===== src/rtl/mul_if.sv =====
// Request/response bundle for mul_unit: valid/ready request side, valid/ready result side, abort.
interface mul_if #(
  parameter int XLEN = 64
);
  logic            flush;
  logic            in_valid;
  logic            in_ready;
  logic [2:0]      op;
  logic [XLEN-1:0] a;
  logic [XLEN-1:0] b;
  logic            out_valid;
  logic            out_ready;
  logic [XLEN-1:0] c;

  modport master (
    output flush, in_valid, op, a, b, out_ready,
    input  in_ready, out_valid, c
  );

  modport slave (
    input  flush, in_valid, op, a, b, out_ready,
    output in_ready, out_valid, c
  );
endinterface


===== src/rtl/mul_unit.sv =====
// RV64M shift-add multiplier; result valid XLEN/STEP (MULW: 32/STEP) cycles after accept.
// One op in flight; the result is held in DONE until out_ready, and flush drops it from any state.
module mul_unit #(
  parameter int XLEN = 64,
  parameter int STEP = 1
) (
  input logic clk,
  input logic resetn,
  mul_if.slave io
);
  typedef enum logic [1:0] {IDLE, BUSY, DONE} state_t;

  localparam int N_FULL = XLEN / STEP;
  localparam int N_W    = 32 / STEP;
  localparam int CW     = $clog2(N_FULL) + 1;

  state_t            state, state_nxt;
  logic [2*XLEN-1:0] mcand, prod, acc_sum, prod_fin;
  logic [XLEN-1:0]   mplier, c_q, c_sel;
  logic [CW-1:0]     count;
  logic              neg, hi_q, w_q;

  logic              accept, is_w_in, hi_in, a_neg, b_neg;
  logic [XLEN-1:0]   a_mag, b_mag;
  logic signed [31:0] lo32;

  assign accept  = (state == IDLE) && io.in_valid && !io.flush;
  assign is_w_in = (io.op == 3'd4) && (XLEN == 64);
  assign hi_in   = (io.op == 3'd1) || (io.op == 3'd2) || (io.op == 3'd3);
  assign a_neg   = ((io.op == 3'd1) || (io.op == 3'd2)) && io.a[XLEN-1];
  assign b_neg   = (io.op == 3'd1) && io.b[XLEN-1];

  // The most-negative operand negates to itself, which read unsigned is its true magnitude.
  always_comb begin
    a_mag = a_neg ? (~io.a + 1'b1) : io.a;
    b_mag = b_neg ? (~io.b + 1'b1) : io.b;
    if (is_w_in) begin
      a_mag = XLEN'(io.a[31:0]);
      b_mag = XLEN'(io.b[31:0]);
    end
  end

  always_comb begin
    acc_sum = prod;
    for (int i = 0; i < STEP; i++) begin
      if (mplier[i]) acc_sum = acc_sum + (mcand << i);
    end
    prod_fin = neg ? (~acc_sum + 1'b1) : acc_sum;
    lo32     = prod_fin[31:0];
    if (w_q)       c_sel = XLEN'(lo32);
    else if (hi_q) c_sel = prod_fin[2*XLEN-1:XLEN];
    else           c_sel = prod_fin[XLEN-1:0];
  end

  always_ff @(posedge clk) begin
    if (!resetn) state <= IDLE;
    else         state <= state_nxt;
  end

  always_comb begin
    state_nxt = state;
    case (state)
      IDLE:    if (accept) state_nxt = BUSY;
      BUSY:    if (count == CW'(1)) state_nxt = DONE;
      DONE:    if (io.out_ready) state_nxt = IDLE;
      default: state_nxt = IDLE;
    endcase
    if (io.flush) state_nxt = IDLE;
  end

  always_ff @(posedge clk) begin
    if (!resetn) begin
      mcand  <= '0;
      mplier <= '0;
      prod   <= '0;
      count  <= '0;
      neg    <= 1'b0;
      hi_q   <= 1'b0;
      w_q    <= 1'b0;
      c_q    <= '0;
    end else if (accept) begin
      mcand  <= (2*XLEN)'(a_mag);
      mplier <= b_mag;
      prod   <= '0;
      count  <= is_w_in ? CW'(N_W) : CW'(N_FULL);
      neg    <= a_neg ^ b_neg;
      hi_q   <= hi_in;
      w_q    <= is_w_in;
    end else if (state == BUSY && !io.flush) begin
      prod   <= acc_sum;
      mcand  <= mcand << STEP;
      mplier <= mplier >> STEP;
      count  <= count - CW'(1);
      // Sign fix happens on the same edge that enters DONE.
      if (count == CW'(1)) c_q <= c_sel;
    end
  end

  assign io.in_ready  = (state == IDLE) && resetn;
  assign io.out_valid = (state == DONE);
  assign io.c         = c_q;
endmodule


===== src/flat_wrapper.sv =====
// flat-port wrapper written by rule: the top's interface ports become plain ports
module mul_unit_flat 
#(
  parameter int XLEN = 64,
  parameter int STEP = 1
)
  (clk, resetn, io_flush, io_in_valid, io_op, io_a, io_b, io_out_ready, io_in_ready, io_out_valid, io_c);
  mul_if #(.XLEN(XLEN)) io_i ();
  input logic clk;
  input logic resetn;
  input wire logic [$bits(io_i.flush)-1:0] io_flush;
  input wire logic [$bits(io_i.in_valid)-1:0] io_in_valid;
  input wire logic [$bits(io_i.op)-1:0] io_op;
  input wire logic [$bits(io_i.a)-1:0] io_a;
  input wire logic [$bits(io_i.b)-1:0] io_b;
  input wire logic [$bits(io_i.out_ready)-1:0] io_out_ready;
  output wire logic [$bits(io_i.in_ready)-1:0] io_in_ready;
  output wire logic [$bits(io_i.out_valid)-1:0] io_out_valid;
  output wire logic [$bits(io_i.c)-1:0] io_c;
  assign io_i.flush = io_flush;
  assign io_i.in_valid = io_in_valid;
  assign io_i.op = io_op;
  assign io_i.a = io_a;
  assign io_i.b = io_b;
  assign io_i.out_ready = io_out_ready;
  assign io_in_ready = io_i.in_ready;
  assign io_out_valid = io_i.out_valid;
  assign io_c = io_i.c;
  mul_unit #(.XLEN(XLEN), .STEP(STEP)) u_core (.clk(clk), .resetn(resetn), .io(io_i));
endmodule

===== config.mk =====
export PLATFORM = sky130hd
export DESIGN_NAME = mul_unit_flat
export DESIGN_NICKNAME = d
export VERILOG_FILES = /design/src/rtl/mul_if.sv /design/src/rtl/mul_unit.sv /design/src/flat_wrapper.sv
export SDC_FILE = /design/constraint.sdc
export NUM_CORES = 2
export LEC_CHECK = 0
export CAP_MARGIN = 20
export CORE_AREA = 10 10 251 253
export CTS_CLUSTER_SIZE = 24
export DETAILED_ROUTE_END_ITERATION = 10
export DIE_AREA = 0 0 261 263
export PLACE_DENSITY = 0.8
export RECOVER_POWER = 25
export SLEW_MARGIN = 20
export SYNTH_ARGS = -nofsm -noshare
export SYNTH_HDL_FRONTEND = slang
export SYNTH_SLANG_ARGS = --single-unit

===== constraint.sdc =====
create_clock -name clk -period 11.52 [get_ports clk]
set_clock_uncertainty 0.15 [all_clocks]
set_input_delay 1.728 -clock clk [delete_from_list [all_inputs] [get_ports clk]]
set_output_delay 1.728 -clock clk [all_outputs]
set_load 0.02 [all_outputs]

* Yosys cells after proc, flatten, opt, wreduce, memory -nomap -nowiden
Index checks and enable logic that the tools add are counted.
** Word-level totals
- Bits in registers :: 396
- Input bits :: 136
- Output and inout port bits :: 66
- Word-level logic and storage cells :: 65
** Cells by class
- Add/sub/neg operators :: 5
- Eq/ne operators :: 10
- Mux-type cells :: 19
- Bitwise gates (word level) :: 6
- Reductions and logical operators :: 15
** Operators with widths (count)
- two-way mux 64 bit :: 10
- two-way mux 128 bit :: 2
- adder 128 x 1 -> 128 bit, second input constant :: 1
- adder 128 bit :: 1
- adder 64 x 1 -> 64 bit, second input constant :: 2
- inverter 128 bit :: 1
- inverter 64 bit :: 2
- two-way mux 7 bit :: 3
- equality test 7 x 1 -> 1 bit, second input constant :: 1
- subtractor 7 x 1 -> 7 bit, second input constant :: 1
- equality test 3 x 2 -> 1 bit, second input constant :: 2
- logical AND 1 bit :: 6
- two-way mux 2 bit :: 3
- one-hot mux 2 bit (3 select lines) :: 1
- AND reduction 3 bit :: 2
- inequality test 2 x 1 -> 1 bit, second input constant :: 2
- OR reduction 2 bit :: 2
- equality test 3 x 1 -> 1 bit, second input constant :: 1
- equality test 3 bit, second input constant :: 1
- equality test 2 x 1 -> 1 bit, second input constant :: 1
- equality test 2 bit, second input constant :: 1
- logical NOT 2 bit :: 1
- logical OR 1 bit :: 2
- inequality test 2 bit, second input constant :: 1
- other kinds (4) :: 5

* Logic depth before layout (Yosys ltp)
- Depth in word-level cells :: 7
- Mapped depth :: 21
- Mapped depth without buffers :: 19

* Least setup slack after synthesis
Ideal clock, no wire load.
- Kind :: input to register
- From :: input io_b[24]
- To :: register u_core.mplier[59]
- Library setup time :: 0.070 ns
- Arrival :: 4.947 ns
- Data required time :: 11.300 ns
- Setup slack :: 6.353 ns
- Stages on the path :: 14
- Path buffers :: 0
- Cells stage by stage :: or4_1 or3_1 nor3_1 nand3b_1 or4_1 nor4_1 nand2_1 nor2_1 and2_1 nand2_1 o31ai_1 xnor2_1 nand2_1 a21oi_1
** Between the ends
- Longest elaborated chain between the ends :: 5
** Ends and longest elaborated chain
- start: declaration :: line flat_wrapper.sv:15 : input wire logic [$bits(io_i.b)-1:0] io_b;
- inverter 64 bit :: line mul_unit.sv:36 : b_mag = b_neg ? (~io.b + 1'b1) : io.b;
- adder 64 x 1 -> 64 bit :: line mul_unit.sv:36
- two-way mux 64 bit :: line mul_unit.sv:36
- two-way mux 64 bit :: line mul_unit.sv:37 : if (is_w_in) begin
- two-way mux 64 bit :: line mul_unit.sv:81 : end else if (accept) begin
- end signal: assignment :: line mul_unit.sv:83 : mplier <= b_mag;
- end signal: assignment :: line mul_unit.sv:92 : mplier <= mplier >> STEP;
- end: declaration :: line mul_unit.sv:19 : logic [XLEN-1:0] mplier, c_q, c_sel;
Every way passes these cells.
A chain may end at the register's enable or synchronous reset.

* Final worst setup path
- From :: input io_flush
- To :: register u_core.prod[101]
** Between the ends
- Longest elaborated chain between the ends :: 3
- Elaborated cells on any way between the ends :: 4
- Classes of those cells :: 4 x reduce/logical
** Ends and longest elaborated chain
- start: declaration :: line flat_wrapper.sv:11 : input wire logic [$bits(io_i.flush)-1:0] io_flush;
- logical NOT 1 bit (*) :: line mul_unit.sv:27, mul_unit.sv:89
- logical AND 1 bit :: line mul_unit.sv:27 : assign accept = (state == IDLE) && io.in_valid && !io.flush;
- OR reduction 2 bit (no source line)
- end signal: assignment :: line mul_unit.sv:90 : prod <= acc_sum;
- end: declaration :: line mul_unit.sv:18 : logic [2*XLEN-1:0] mcand, prod, acc_sum, prod_fin;
Mark *: on every way between the ends. The rest lies on a longest branch, timed or not.

==> out/results.ini <==
[synth]
synth_edf_count = 0
yosysWarnings = 0
ys_ff_latch = 396
syn_avg_cell_area_um2 = 6.92
yosysSeqAreaShare = 0.230
synth_area_mm2 = 0.0345
async_flop_share = 0
yosys.cell_types.count = 110
synth_top_flop_cell = dfxtp_1
synthesis.nets = 5257
syn-instance-count = 4988

[sta]
finalHoldViolCount = 0
slew_headroom = -1.46
max_freq_mhz = 117
drv_slew = 395
grt_setup_unrepaired = no
tns_ps = 0
tightestPinTransition_ps = 3680
post-route-period-util = 0.740
setup_violations = 0
fin_crit_ps = 8530

[route]
vias = 41300
drc = 0
vias_per_cell = 7.13
antenna_left = 0
totalWireLength_um = 158000
first_iter_violations = 6728
dr.pass1.iters = 7
wire_per_inst_um = 27.4

[global_routing]
met1_usage = 0.546
grt_pass1_wl_um = 234000
grt_most_used_layer = met2
grt_max_degree = 222
grt.met2_usage = 0.639
grt_usage = 0.439
antenna_found_initial = 4
gr-total-overflow = 0
grt_pass1_vias = 37600
grt_use_met3 = 0.150

[clock_network]
clk_pin_slew_ps = 70
root_buffer = clkbuf_16
cts_resized = 0
clkLatencyLatePin_ps = 630
htree_levels = 2
cts_setup_buffers = 0
cts_sinks = 396
clk_path_buf_depth = 3
cts_tree = yes
cts_hold_buffers = 0
numCtsBuffers = 46

[finish]
drive_above_1_share = 0.0499
nNetsFinal = 5239
area_delta_synth_final_pct = 11.4
final_cell_area_mm2 = 0.0385

[worst_setup_path]
slowest_stage = clkbuf_1
crit_arrival_ps = 8900
cp_max_fo = 87
r2r-end = u_core.io.c[47]
r2r_setup_slack_ps = 4160
worstSetupPathType = input pin to flop
worstPathCellList = clkdlybuf4s50_1, nor2_1, nand3b_1, clkbuf_1, nand2_1, clkbuf_1, buf_4, a211oi_1
worst_path_most_repeated_cell = clkbuf_1
cp_data_required_time_ps = 11890
r2r-start = u_core.prod[10]
cpPeakStageDelay_ps = 2570
cp-end-kind = flop
crit_path_start_kind = input pin
reg2reg_depth = 16

[place]
io_buffers = 201
gp_congestion = 1.16
placed_area_mm2 = 0.0368
dp_hpwl_um = 121000

[worst_hold_path]
worstHoldPathCells = 2
min_path_type = flop to flop
hold_end = u_core.io.c[31]
hp-start = u_core.io.c[31]

[floorplanning]
num_rows = 89
start_util = 0.593
core_mm2 = 0.0582
ios = 202
die_w_um = 261
die-area_mm2 = 0.0686
die_h_um = 263

[run_status]
status = complete, but fails checks
violations = max-capacitance violations, max-slew violations

[flow_run]
cap_violations = 6

[pwr]
ir_drop_v = 0.000172
leakage_nw = 13.6
power_density_mw_per_mm2 = 102

[synth_stat cells (all sizes together) (31+ instances only)]
library cell	n	area, um2
nand4	117	732
o31ai	66	528
o21a	32	240
a211oi	137	1070
and3	40	250
or3	49	307
nand3	143	738
nand2	687	2580
a31oi	51	325
dfxtp	396	7930
ha	132	1650
mux2i	64	653
a22oi	45	338
nor2b	31	201
xnor2	151	1320
nor3	142	727
or4	31	236
clkbuf	289	1090
a21oi	524	2620
nor2	531	2000
o21ai	482	2420
nor4	64	443
inv	64	240
buf	45	198
o211ai	42	315
xor2	102	893
and2	63	394
a21o	36	270
[sequential cells by signal, indices dropped and copies added (netlist names)]
register / count
u_core.state: 2
u_core.mplier: 64
u_core.neg: 1
u_core.io.c: 64
u_core.hi_q: 1
u_core.w_q: 1
u_core.mcand: 128
u_core.count: 7
u_core.prod: 128
[cell usage in the layout (no fill, tap or decap), drive strengths merged, types with 17 or more instances in the layout]
master / count
o211a: 30
nand2b: 23
nor4: 64
a21o: 36
nor3: 142
or4: 31
dfxtp: 396
nand3: 143
a21oi: 524
inv: 66
ha: 132
nor2b: 31
o41ai: 23
xnor2: 151
and3: 40
and2: 63
nand2: 687
mux2i: 64
o21ai: 482
a22oi: 45
nor2: 531
o31ai: 66
dlygate4sd3: 65
clkdlybuf4s50: 135
o211ai: 42
o21a: 32
buf: 62
clkbuf: 68
xor2: 102
or3: 49
nand3b: 18
a31oi: 51
nor3b: 17
a221oi: 21
or2: 17
a21boi: 24
nand4: 117
mux2: 21
a211oi: 137
[metal layers]
| metal | wire [um] | up-vias |
|---|---|---|
| li1 | - | 18400 |
| met1 | 58600 | 19200 |
| met2 | 64700 | 2967 |
| met3 | 22700 | 671 |
| met4 | 12200 | 4 |
| met5 | 23 | - |
[how the worst max path moves through the flow]
stage                               start           endpoint  depth (start not counted)
final                            io_flush   u_core.prod[101]                          8
after detailed placement   u_core.prod[7]    u_core.io.c[47]                         16
after global placement    u_core.prod[68]    u_core.io.c[61]                         16
after global routing             io_flush   u_core.prod[119]                          8
after floorplan                  io_b[24]  u_core.mplier[59]                         14
after CTS                  u_core.prod[7]    u_core.io.c[47]                         16
[stage by stage]
| stage | instances | utilization | hold slack, ps | total power, mW | setup slack [ps] |
|---|---|---|---|---|---|
| final | 5783 | 0.661 | 324 | 3.91 | 2990 |
| after global routing | 5780 | 0.660 | 347 | 4.00 | 2700 |
| after CTS | 5779 | 0.661 | 323 | 3.85 | 4700 |
| after detailed placement | 5694 | 0.633 | 304 | 2.27 | 4770 |
| after global placement | 5694 | 0.633 | 301 | 2.26 | 4570 |
| after floorplan | 4988 | - | 295 | 1.99 | 6350 |
[worst max-delay path: cells and delay by family]
| family | cells | cell delay [ps] |
|---|---|---|
| AOI/OAI and AO/OA | 1 | 260 |
| buffers and inverters | 4 | 5040 |
| and+or+nand+nor | 3 | 1760 |
[kinds of logic after synthesis]
kind of cell    after synthesis  synth area share
buf+inv                     398            0.0441
compound gates             1712             0.314
flops                       396             0.230
fa+ha+maj                   133            0.0484
mux                          85            0.0258
xor+xnor                    253            0.0642
simple gates               2011             0.274
[report_power, final]
| part | internal (mW) | switching [mW] |
|---|---|---|
| Sequential | 1.42 | 0.0548 |
| Clock | 0.941 | 0.673 |
| Combinational | 0.279 | 0.550 |
[area by class of cell]
type                       instances  area (um2)
antenna                            3        7.51
clock buffer                      62        1310
clock inverter                    23         324
fill                            5170       19800
inverter                          64         241
multi-input combinational       4194       25200
sequential                       396        7940
tap                              773         967
timing repair buffer             268        2520
(Power assumes the default switching activity.)
